File: config.mk
export PLATFORM = sky130hd
export DESIGN_NAME = cpu_instr_loader_flat
export DESIGN_NICKNAME = d
export VERILOG_FILES = /design/src/rtl/cpu_instr_loader_if.sv /design/src/rtl/cpu_instr_loader.sv /design/src/flat_wrapper.sv
export SDC_FILE = /design/constraint.sdc
export NUM_CORES = 1
export LEC_CHECK = 0
export ABC_AREA = 1
export BUFFER_PORTS_ARGS = -buffer_cell sky130_fd_sc_hd__buf_2
export CELL_PAD_IN_SITES_DETAIL_PLACEMENT = 2
export CELL_PAD_IN_SITES_GLOBAL_PLACEMENT = 2
export CORE_UTILIZATION = 34
export DETAILED_ROUTE_END_ITERATION = 6
export PLACE_DENSITY = 0.85
export SLEW_MARGIN = 20
export SYNTH_ARGS = -nofsm -noshare
export SYNTH_HDL_FRONTEND = slang
export SYNTH_SLANG_ARGS = --single-unit
File: constraint.sdc
create_clock -name clk -period 3.4 [get_ports clk]
set_input_delay 0.51 -clock clk [delete_from_list [all_inputs] [get_ports clk]]
set_output_delay 0.51 -clock clk [all_outputs]
set_load 0.02 [all_outputs]
File: src/rtl/cpu_instr_loader_if.sv
// Byte-stream input and instruction-memory write port of the program loader.
// The slave modport is the loader side; master is the stream source / memory side.
interface cpu_instr_loader_if #(
  parameter int DATA_WIDTH = 16,
  parameter int ADDR_WIDTH = 10
);
  logic [7:0]            in_data;
  logic                  in_valid;
  logic                  in_ready;
  logic                  write_enable;
  logic [ADDR_WIDTH-1:0] write_addr;
  logic [DATA_WIDTH-1:0] write_data;
  logic                  cpu_halt;
  logic                  done;
  logic                  overflow;

  modport slave (
    input  in_data, in_valid,
    output in_ready, write_enable, write_addr, write_data, cpu_halt, done, overflow
  );

  modport master (
    output in_data, in_valid,
    input  in_ready, write_enable, write_addr, write_data, cpu_halt, done, overflow
  );
endinterface

File: src/rtl/cpu_instr_loader.sv
// Loads a length-prefixed big-endian word stream into instruction memory while
// holding the CPU halted; words beyond SIZE are drained and flagged as overflow.
//
// state   | meaning
// LEN_HI  | idle / waiting for word-count high byte
// LEN_LO  | waiting for word-count low byte
// WORD_HI | waiting for instruction high byte
// WORD_LO | waiting for instruction low byte
// WRITE   | one-cycle memory write (or overflow drop)
// DONE    | one-cycle completion pulse, releases CPU next cycle
module cpu_instr_loader #(
  parameter int DATA_WIDTH = 16,
  parameter int SIZE       = 1024,
  parameter int ADDR_WIDTH = $clog2(SIZE)
) (
  input logic               clk,
  input logic               rst,
  cpu_instr_loader_if.slave bus
);

  localparam logic [2:0] LEN_HI  = 3'd0;
  localparam logic [2:0] LEN_LO  = 3'd1;
  localparam logic [2:0] WORD_HI = 3'd2;
  localparam logic [2:0] WORD_LO = 3'd3;
  localparam logic [2:0] WRITE   = 3'd4;
  localparam logic [2:0] DONE    = 3'd5;

  // 17 bits so SIZE up to 65536 compares correctly against the 16-bit counter
  localparam logic [16:0] SIZE_W = 17'(SIZE);

  logic [2:0]            state;
  logic [15:0]           len;
  logic [15:0]           cnt;
  logic [7:0]            hi_byte;
  logic [ADDR_WIDTH-1:0] addr_q;
  logic [DATA_WIDTH-1:0] data_q;
  logic                  halt_q;
  logic                  ovf_q;
  logic                  ready;
  logic                  accept;
  logic                  in_range;
  logic                  last_word;

  assign ready     = (state == LEN_HI) || (state == LEN_LO) ||
                     (state == WORD_HI) || (state == WORD_LO);
  assign accept    = ready && bus.in_valid;
  assign in_range  = {1'b0, cnt} < SIZE_W;
  assign last_word = (cnt + 16'd1) == len;

  assign bus.in_ready     = ready;
  assign bus.write_enable = (state == WRITE) && in_range;
  assign bus.write_addr   = addr_q;
  assign bus.write_data   = data_q;
  assign bus.cpu_halt     = halt_q;
  assign bus.done         = (state == DONE);
  assign bus.overflow     = ovf_q;

  always_ff @(posedge clk) begin
    if (rst) begin
      state   <= LEN_HI;
      len     <= '0;
      cnt     <= '0;
      hi_byte <= '0;
      addr_q  <= '0;
      data_q  <= '0;
      halt_q  <= 1'b0;
      ovf_q   <= 1'b0;
    end else begin
      case (state)
        LEN_HI: begin
          if (accept) begin
            len[15:8] <= bus.in_data;
            halt_q    <= 1'b1;
            ovf_q     <= 1'b0;
            state     <= LEN_LO;
          end
        end
        LEN_LO: begin
          if (accept) begin
            len[7:0] <= bus.in_data;
            cnt      <= '0;
            state    <= ({len[15:8], bus.in_data} == 16'd0) ? DONE : WORD_HI;
          end
        end
        WORD_HI: begin
          if (accept) begin
            hi_byte <= bus.in_data;
            state   <= WORD_LO;
          end
        end
        WORD_LO: begin
          // Address/data are presented during WRITE, so load them here; out-of-range
          // words leave the last written address/data untouched.
          if (accept) begin
            if (in_range) begin
              addr_q <= cnt[ADDR_WIDTH-1:0];
              data_q <= DATA_WIDTH'({hi_byte, bus.in_data});
            end
            state <= WRITE;
          end
        end
        WRITE: begin
          if (!in_range) ovf_q <= 1'b1;
          cnt   <= cnt + 16'd1;
          state <= last_word ? DONE : WORD_HI;
        end
        DONE: begin
          halt_q <= 1'b0;
          state  <= LEN_HI;
        end
        default: state <= LEN_HI;
      endcase
    end
  end

endmodule

File: src/flat_wrapper.sv
// flat-port wrapper written by rule: the top's interface ports become plain ports
module cpu_instr_loader_flat 
#(
  parameter int DATA_WIDTH = 16,
  parameter int SIZE       = 1024,
  parameter int ADDR_WIDTH = $clog2(SIZE)
)
  (clk, rst, bus_in_data, bus_in_valid, bus_in_ready, bus_write_enable, bus_write_addr, bus_write_data, bus_cpu_halt, bus_done, bus_overflow);
  cpu_instr_loader_if #(.DATA_WIDTH(DATA_WIDTH), .ADDR_WIDTH(ADDR_WIDTH)) bus_i ();
  input logic clk;
  input logic rst;
  input wire logic [$bits(bus_i.in_data)-1:0] bus_in_data;
  input wire logic [$bits(bus_i.in_valid)-1:0] bus_in_valid;
  output wire logic [$bits(bus_i.in_ready)-1:0] bus_in_ready;
  output wire logic [$bits(bus_i.write_enable)-1:0] bus_write_enable;
  output wire logic [$bits(bus_i.write_addr)-1:0] bus_write_addr;
  output wire logic [$bits(bus_i.write_data)-1:0] bus_write_data;
  output wire logic [$bits(bus_i.cpu_halt)-1:0] bus_cpu_halt;
  output wire logic [$bits(bus_i.done)-1:0] bus_done;
  output wire logic [$bits(bus_i.overflow)-1:0] bus_overflow;
  assign bus_i.in_data = bus_in_data;
  assign bus_i.in_valid = bus_in_valid;
  assign bus_in_ready = bus_i.in_ready;
  assign bus_write_enable = bus_i.write_enable;
  assign bus_write_addr = bus_i.write_addr;
  assign bus_write_data = bus_i.write_data;
  assign bus_cpu_halt = bus_i.cpu_halt;
  assign bus_done = bus_i.done;
  assign bus_overflow = bus_i.overflow;
  cpu_instr_loader #(.DATA_WIDTH(DATA_WIDTH), .SIZE(SIZE), .ADDR_WIDTH(ADDR_WIDTH)) u_core (.clk(clk), .rst(rst), .bus(bus_i));
endmodule
After elaboration in Yosys (flattened, before gate mapping) --
Index checks and enable logic that the tools add are counted. W data, S select, Z words.
Storage, ports and cells: output and inout bits 31, logic and storage cells 54, register bits 71, input port bits 11
Operators by class: add/subtract/negate cells 1, reduce and logical (&&, ||, !) cells 18, equality and inequality tests 11, mux-type cells 14, magnitude comparators 1
Operator list (number):
- $pmux W16 S2 | 1
- $mux W3 | 6
- $add A16 B1 Y16 const B | 1
- $eq A16 B16 Y1 | 1
- $logic_not A16 Y1 | 1
- $lt A16 B11 Y1 const B | 1
- $mux W16 | 1
- $pmux W3 S5 | 1
- $reduce_and A2 Y1 | 5
- $ne A2 B1 Y1 const B | 4
- $eq A3 B2 Y1 const B | 2
- $eq A3 B3 Y1 const B | 2
- $reduce_and A3 Y1 | 2
- $reduce_bool A2 Y1 | 3
- $pmux W1 S2 | 2
- $reduce_and A4 Y1 | 1
- $eq A3 B1 Y1 const B | 1
- $logic_not A3 Y1 | 1
- $logic_or A1 B1 Y1 | 3
- $mux W1 | 3
- $logic_and A1 B1 Y1 | 2
- $ne A2 B2 Y1 const B | 1

Logic depth before layout (Yosys ltp) --
Gate-level depths: netlist of the first run.
depth in word-level cells 7, depth in mapped cells 14, depth with buffers taken out 14

Worst setup path before layout of the first run --
No wires, ideal clock.
kind reg2out, start reg u_core.state[2], end out bus_write_enable, path slack 1618 ps, required time 2890 ps, arrival time 1272 ps, stages on the path, launching flop included 5, path through dfxtp_1 inv_1 nor2_2 inv_1 nor2_1
Between the ends: word-level cells in the longest chain between the ends 2
Ends and longest elaborated chain:
- from (decl) | line cpu_instr_loader.sv:31 | logic [2:0] state;
- from (signal assigned) | line cpu_instr_loader.sv:82 | state <= ({len[15:8], bus.in_data} == 16'd0) ? DONE : WORD_HI;
- from (signal assigned) | line cpu_instr_loader.sv:105 | state <= last_word ? DONE : WORD_HI;
- $eq A3 B3 Y1 | line cpu_instr_loader.sv:51 | assign bus.write_enable = (state == WRITE) && in_range;
- $logic_and A1 B1 Y1 | line cpu_instr_loader.sv:51
- to (decl) | line flat_wrapper.sv:15 | output wire logic [$bits(bus_i.write_enable)-1:0] bus_write_enable;
Every way passes these cells.

Final worst setup path of the first run --
Ends and elaborated chain as after synthesis.

==> metrics.md, run 1 <==
| Metric | Value |
|---|---|
| Antenna violations before repair | `0` |
| Commonest non-fill, non-tap cell in the layout | `nand2_1` |
| N_diodes | `0` |
| Highest-count cells in the layout ignoring fill and taps | `nand2_1, a21oi_1, dfxtp_1` |
| Max-cap violations | `0` |
| ANT nets after route | `0` |
| Pint | `1169 uW` |
| Synth Register Bits | `71` |
| Post-DR vias/cell | `5.204` |
| R2r worst-path depth | `11` |
| Fmax | `429.4 MHz` |
| Final slew viol count | `0` |
| CP delay by family, top | `buffers and inverters` |
| Resized cells post-CTS | `0` |
| Worst setup path class | `reg2out` |
| Die ar. | `10,160 sq um` |
| Largest buffer count on any clock path | `2` |
| Sw Pwr | `481.8 uW` |
| Clk network pwr share | `37.9%` |
| Worst endpoint data arrival time | `1820 ps` |
| Reg area | `1421 sq um` |
| Multi-input logic area | `1614 sq um` |
| # Post-CTS Setup Buffers | `0` |
| Worst path cell trace | `inv_1, nor2_2, buf_4, inv_1, nor2_1, buf_2` |
| Hold_sp | `u_core.hi_byte[5]` |
| Distinct cells, synth | `28` |
| Core region area | `9328 sq um` |
| Status | `finished, final reports clean` |
| Synth Instances | `478` |
| Initial Util | `35.57%` |
| Cell Rows | `35` |
| Mapped Area | `3318 sq um` |
| Comb pwr share | `8.8%` |
| RSZ-0062 raised after global routing | `false` |
| Reg-to-reg startpoint | `u_core.cnt[1]` |
| Residual DRC | `0` |
| Top Ports | `42` |
| Htree depth | `3` |
| Overall fraction of global-route tracks in use | `24.71%` |
| Crit share post-route | `68.50%` |
| Critical Path RT | `2890 ps` |
| Leakage | `0.001592 uW` |
| Hold path cells | `2` |
| GRT Residual Overflow | `0` |
| Routability cong. | `0.7946` |
| CTS hold repair buffers | `0` |
| Initial DRC count | `131` |
| Final wirelength | `11,610 um` |
| WL/cell | `17.81 um` |
| Slew of the pin with the lowest slew margin | `959.8 ps` |
| Worst Setup SP | `u_core.state[2]` |
| Syn nets | `490` |
| Sequential power share | `53.3%` |
| Post-DP HPWL | `8381 um` |
| CTS tree | `yes` |
| Final setup violation count | `0` |
| Fin cells | `652` |
| Sw Ratio | `29.19%` |
| Crit-path max FO | `19` |
| Final hold vios | `0` |
| Crit path buf inv count | `4` |
| Inst Count DP | `636` |
| Pwr/cell area | `431.0 nW/um^2` |
| Critical path's most frequent cell | `inv_1` |
| Routed vias | `3,393` |
| IO Port Bufs | `41` |
| Pin count of the biggest net entering global routing | `53` |
| Layout cell share with drive strength beyond 1 | `14.91%` |
| Clock Latency Late Sink | `370 ps` |
| Layout area overhead | `15.42%` |
| Slew headroom | `35.78%` |
| Fin nets | `530` |
| FILL cells | `1,143` |
| CP Launch Type | `register` |
| Min cycle time layout | `2329 ps` |
| First-pass GRT wire length | `18,890 um` |
| CTS root buf | `clkbuf_8` |
| Number of global-route vias before repair | `3,689` |
| Clk pin slew, worst setup/hold paths | `80 ps` |
| Min-Delay Path Class | `reg2reg` |
| Fin Setup TNS | `0 ps` |
| Post-synthesis sequential area ratio | `42.84%` |
| Fin Clk Skew | `9.975 ps` |
| Syn Area/Cell | `6.942 sq um` |
| Crit path max-delay cell type | `dfxtp_1` |
| Drt pass-1 iters | `4` |
| Die Y | `100.8 um` |
| TritonCTS Sinks | `71` |
| Synth Warn # | `0` |
| Worst setup EP type | `output pin` |
| Critical path depth | `6` |
| CTS Buf Count | `9` |
| Max incr delay on CP | `450 ps` |
| Maximum vdd drop | `0.2101 mV` |
| Die width | `100.8 um` |
## worst reg2reg max path, cell delays in order (launching register included)
cell and delay, ps:
dfxtp_1 430, ha_1 270, nand3_1 200, nor2_1 260, nand4_1 190, nand2_1 130, nand2_1 60, nand2_1 60
nand3_1 80, nor2_2 130, nand3_2 90, a21oi_1 150
## synth_stat cells
| cell | n | area share [%] |
|---|---|---|
| o21ai_2 | 1 | 0.26 |
| inv_1 | 57 | 6.4 |
| nor4_1 | 2 | 0.38 |
| a211oi_1 | 1 | 0.23 |
| buf_1 | 1 | 0.11 |
| nor2_4 | 3 | 1.0 |
| a21oi_1 | 72 | 11 |
| xnor2_1 | 1 | 0.26 |
| nand2_2 | 4 | 0.75 |
| nand2_1 | 101 | 11 |
| nand3_1 | 40 | 6.0 |
| nor3_2 | 1 | 0.30 |
| nand3b_1 | 4 | 0.91 |
| dfxtp_1 | 71 | 43 |
| clkinv_1 | 1 | 0.11 |
| nor2_8 | 1 | 0.60 |
| nand3_2 | 1 | 0.30 |
| o21bai_1 | 1 | 0.23 |
| or2_2 | 1 | 0.19 |
| clkbuf_1 | 10 | 1.1 |
| nor3_1 | 1 | 0.15 |
| nor2_1 | 25 | 2.8 |
| ha_1 | 1 | 0.38 |
| nand4_1 | 9 | 1.7 |
| o21ai_0 | 56 | 8.4 |
| xor2_1 | 1 | 0.26 |
| buf_2 | 6 | 0.91 |
| nor2_2 | 5 | 0.94 |
## layout make-up
cell class / instances / area share [%]
Clock buffer: 10 / 3.332
Clock inverter: 6 / 1.176
Inverter: 58 / 5.684
Multi-Input combinational cell: 332 / 42.14
Sequential cell: 71 / 37.11
Tap cell: 129 / 4.214
Timing Repair Buffer: 46 / 6.338
## per-stage QoR
stage | worst slack (ps) | total power (uW) | util (%) | cell area (sq um) | hold WS, ps
floorplan | 1618 | 984.2 | - | 3318 | 420.5
global placement | 1407 | 1031 | 39.21 | 3657 | 435.3
detailed placement | 1315 | 1042 | 39.21 | 3657 | 440.3
CTS | 1049 | 1662 | 41.06 | 3830 | 443.4
global route | 967.8 | 1713 | 41.06 | 3830 | 468.0
finish | 1071 | 1651 | 41.06 | 3830 | 448.5
## flip-flops by register name, indices dropped and copies added (netlist names)
register / flops
u_core.hi_byte: 8
u_core.bus.write_addr: 10
u_core.bus.overflow: 1
u_core.state: 3
u_core.bus.cpu_halt: 1
u_core.cnt: 16
u_core.len: 16
u_core.bus.write_data: 16
## power by group through the flow
stage / Clock, uW / Sequential, uW / Combinational [uW]
floorplan: 0 / 895 / 89.4
global placement: 0 / 896 / 135
detailed placement: 0 / 898 / 143
CTS: 635 / 880 / 147
global route: 668 / 883 / 162
finish: 625 / 880 / 145
## worst paths after layout
| kind | slack (ps) | end |
|---|---|---|
| setup / recovery | 1070 | bus_write_enable |
| hold / removal | 450 | u_core.bus.write_data[13] |
| setup reg to reg | 1280 | u_core.state[0] |
| hold reg to reg | 450 | u_core.bus.write_data[13] |
## metal layers
| layer | part of all wire [%] | routed length [um] | GRT usage [%] | up-vias |
|---|---|---|---|---|
| met5 | 0 | 0 | 0 | - |
| met4 | 1.5 | 170 | 8.473 | 0 |
| met3 | 2.2 | 254 | 3.398 | 13 |
| met2 | 50 | 5855 | 44.68 | 41 |
| met1 | 46 | 5332 | 29.96 | 1682 |
| li1 | - | - | - | 1657 |
## cell families (layout without fill, tap and decap cells)
logic type,count (synthesis),after routing,share of synthesized area (%)
xor+xnor,2,2,0.5280
compound gates,131,131,20.02
simple gates,198,198,27.53
flops,71,71,42.84
fa+ha+maj,1,1,0.3770
buf+inv,75,120,8.710
Note: power is estimated with default switching activity, not from simulation.
==> inputs of run 2 (changes only) <==
--- a/config.mk
+++ b/config.mk
@@ -5,13 +5,13 @@
 export SDC_FILE = /design/constraint.sdc
 export NUM_CORES = 1
 export LEC_CHECK = 0
-export ABC_AREA = 1
+export ABC_AREA = 0
 export BUFFER_PORTS_ARGS = -buffer_cell sky130_fd_sc_hd__buf_2
 export CELL_PAD_IN_SITES_DETAIL_PLACEMENT = 2
 export CELL_PAD_IN_SITES_GLOBAL_PLACEMENT = 2
 export CORE_UTILIZATION = 34
 export DETAILED_ROUTE_END_ITERATION = 6
-export PLACE_DENSITY = 0.85
+export PLACE_DENSITY = 0.81
 export SLEW_MARGIN = 20
 export SYNTH_ARGS = -nofsm -noshare
 export SYNTH_HDL_FRONTEND = slang
==> constraint.sdc (replaced) <==
create_clock -name clk -period 2.4 [get_ports clk]
set_input_delay 0.36 -clock clk [delete_from_list [all_inputs] [get_ports clk]]
set_output_delay 0.36 -clock clk [all_outputs]
set_load 0.02 [all_outputs]
==> run 2 against run 1 <==
  * Flip-flop and latch count stayed put
  * Routed wire length fell by 2.2%
  * Non-clock buffer count increased by 12
  * Sequential power is 40% higher
  * Largest cell class unchanged
  * Highest routed layer unchanged
  * Worst hold slack worse by 130 ps
  * Largest power group unchanged
==> metrics.md, run 2 <==
| Metric | Value |
|---|---|
| Top Ports | `42` |
| Synth Instances | `419` |
| Reg-to-reg startpoint | `u_core.cnt[0]` |
| Crit-path max FO | `5` |
| Crit share post-route | `94.55%` |
| Leakage | `0.001664 uW` |
| Pwr/cell area | `616.1 nW/um^2` |
| Antenna violations before repair | `0` |
| Final slew viol count | `0` |
| CTS tree | `yes` |
| Die ar. | `10,190 sq um` |
| Crit path max-delay cell type | `or3_1` |
| Distinct cells, synth | `43` |
| Hold_sp | `bus_in_data[0]` |
| Ys async rst share | `0%` |
| Clock Latency Late Sink | `350 ps` |
| Post-DR vias/cell | `5.324` |
| Slew headroom | `51.50%` |
| Routed vias | `3,168` |
| TritonCTS Sinks | `71` |
| Worst reg2reg path endpoint | `u_core.state[1]` |
| Residual DRC | `0` |
| Max-cap violations | `0` |
| Hold EP | `u_core.len[8]` |
| Worst path cell trace | `ha_1, nand4_1, or3_1, a31oi_1, mux2i_1, a211o_1, o31a_1` |
| Commonest non-fill, non-tap cell in the layout | `nand2_1` |
| Top cells by count, synth | `nand2_1, dfxtp_1, nor2_1` |
| Die Y | `100.9 um` |
| Status | `finished, final reports clean` |
| Maximum vdd drop | `0.4202 mV` |
| Syn nets | `431` |
| Htree depth | `3` |
| Max incr delay on CP | `390 ps` |
| Fin nets | `473` |
| CTS Buf Count | `9` |
| Worst setup EP type | `register` |
| Top cells by area, synth | `dfxtp_1, nand2_1, mux2i_1` |
| Synth area leader | `dfxtp_1` |
| Register-to-register setup slack | `130 ps` |
| ANT nets after route | `0` |
| Initial DRC count | `90` |
| Layout cell share with drive strength beyond 1 | `19.74%` |
| Area share of the largest cell type after synthesis | `42.71%` |
| Initial Util | `35.51%` |
| Hold path cells | `3` |
| IO Port Bufs | `41` |
| Final hold vios | `0` |
| RSZ-0062 raised after global routing | `false` |
| Mapped Area | `3328 sq um` |
| Overall fraction of global-route tracks in use | `23.83%` |
| Count leader, synth | `nand2_1` |
| Placed cell area | `3717 sq um` |
| Synth Register Bits | `71` |
| Core region area | `9371 sq um` |
| N_diodes | `0` |
| Final setup violation count | `0` |
| Drt pass-1 iters | `4` |
| Worst setup path class | `reg2reg` |
| Top_reg_cell synth | `dfxtp_1` |
| First-pass GRT wire length | `18,400 um` |
| GRT Residual Overflow | `0` |
| Largest buffer count on any clock path | `2` |
| CP Launch Type | `register` |
| Layout area overhead | `18.38%` |
| Post-Layout Inst Area | `3940 sq um` |
| Slew of the pin with the lowest slew margin | `727.5 ps` |
| Fin Clk Skew | `8.132 ps` |
| Synth Warn # | `0` |
| R2r worst-path depth | `7` |
| Post-DP HPWL | `7738 um` |
| CTS root buf | `clkbuf_8` |
| Fin Setup TNS | `0 ps` |
| Final wirelength | `11,360 um` |
| Clk pin slew, worst setup/hold paths | `80 ps` |
| Worst endpoint data arrival time | `2510 ps` |
| Min cycle time layout | `2269 ps` |
| Min-Delay Path Class | `in2reg` |
| Pin count of the biggest net entering global routing | `37` |
| Syn Area/Cell | `7.943 sq um` |
| Highest-count cells in the layout ignoring fill and taps | `nand2_1, dfxtp_1, nor2_1` |
| Post-synthesis sequential area ratio | `42.71%` |
| Number of synthesized flops with an enable pin | `0` |
| Routability cong. | `0.8054` |
| Total Power | `2427 uW` |
| Cell Rows | `35` |
| Number of global-route vias before repair | `3,417` |
| Fmax | `440.7 MHz` |
| Die width | `100.9 um` |
| WL/cell | `19.08 um` |
| Critical Path RT | `2640 ps` |
-- run 2: cell types whose count changed after synthesis, moves of 23 or more --
cell,delta
nor2_1,+31
a21oi_1,-27
o21ai_0,-44
nand3_1,-23
nand2_1,-24
mux2i_1,+25
inv_1,-50
-- run 2: worst max-delay path by stage --
stage	slack (ps)	start	cells after the start	end
after global routing	30	u_core.cnt[0]	7	u_core.state[1]
after floorplan	130	u_core.cnt[1]	8	u_core.state[1]
final	130	u_core.cnt[0]	7	u_core.state[1]
after detailed placement	80	u_core.cnt[0]	7	u_core.state[1]
after CTS	50	u_core.cnt[0]	7	u_core.state[1]
after global placement	190	u_core.cnt[0]	7	u_core.state[1]
-- run 2: kinds of logic (layout without fill, tap and decap cells) --
logic type,count (synthesis),in the layout,synth area share [%]
AND/OR/NAND/NOR,189,189,25.53
AO/OA/AOI/OAI,75,75,13.46
flip-flops,71,71,42.71
buffers and inverters,34,81,4.098
multiplexers,25,25,7.519
XOR/XNOR,24,24,6.316
adder cells (fa/ha/maj),1,1,0.3759
-- run 2: final cells by class --
class / count / area (sq um)
Fill cell: 1102 / 5431
Multi-Input combinational cell: 314 / 1795
Sequential cell: 71 / 1429
Timing Repair Buffer: 58 / 332.8
Tap cell: 129 / 161.4
Clock buffer: 9 / 123.9
Clock inverter: 7 / 71.32
Inverter: 7 / 26.28
-- run 2: timing repair --
item	CTS	global route
hold buffers	0	0
setup buffers	0	0
pin swaps	0	1
setup endpoints to repair	1	3
resized for setup	2	8
-- run 2: power breakdown --
group / internal (uW) / switching (uW) / leakage [uW]
logic: 75.2 / 144 / 0.000983
registers: 1200 / 29.7 / 0.000577
clock network: 482 / 493 / 0.000103
-- run 2: routing by layer --
layer	up-vias	global-route usage (%)	part of all wire [%]
met4	0	8.250	2.0
met3	19	3.606	3.3
met2	62	43.26	51
li1	1515	-	-
met1	1572	28.50	43
met5	-	0	0
-- run 2: critical path, delay by kind of cell, from the launching register on --
family	cells	cell delay (ps)
compound gates	3	780
fa+ha+maj	1	250
flops	1	350
mux	1	170
simple gates	2	610
-- run 2: through the flow --
step                utilization [%]  cells  hold WS (ps)  worst slack [ps]
floorplan                         -    419         435.7             125.6
global placement              39.67    579         446.1             185.0
detailed placement            39.67    579         458.4             81.84
CTS                           41.82    595         305.1             50.64
global route                  42.04    595         328.4             28.15
finish                        42.04    595         314.9             130.9
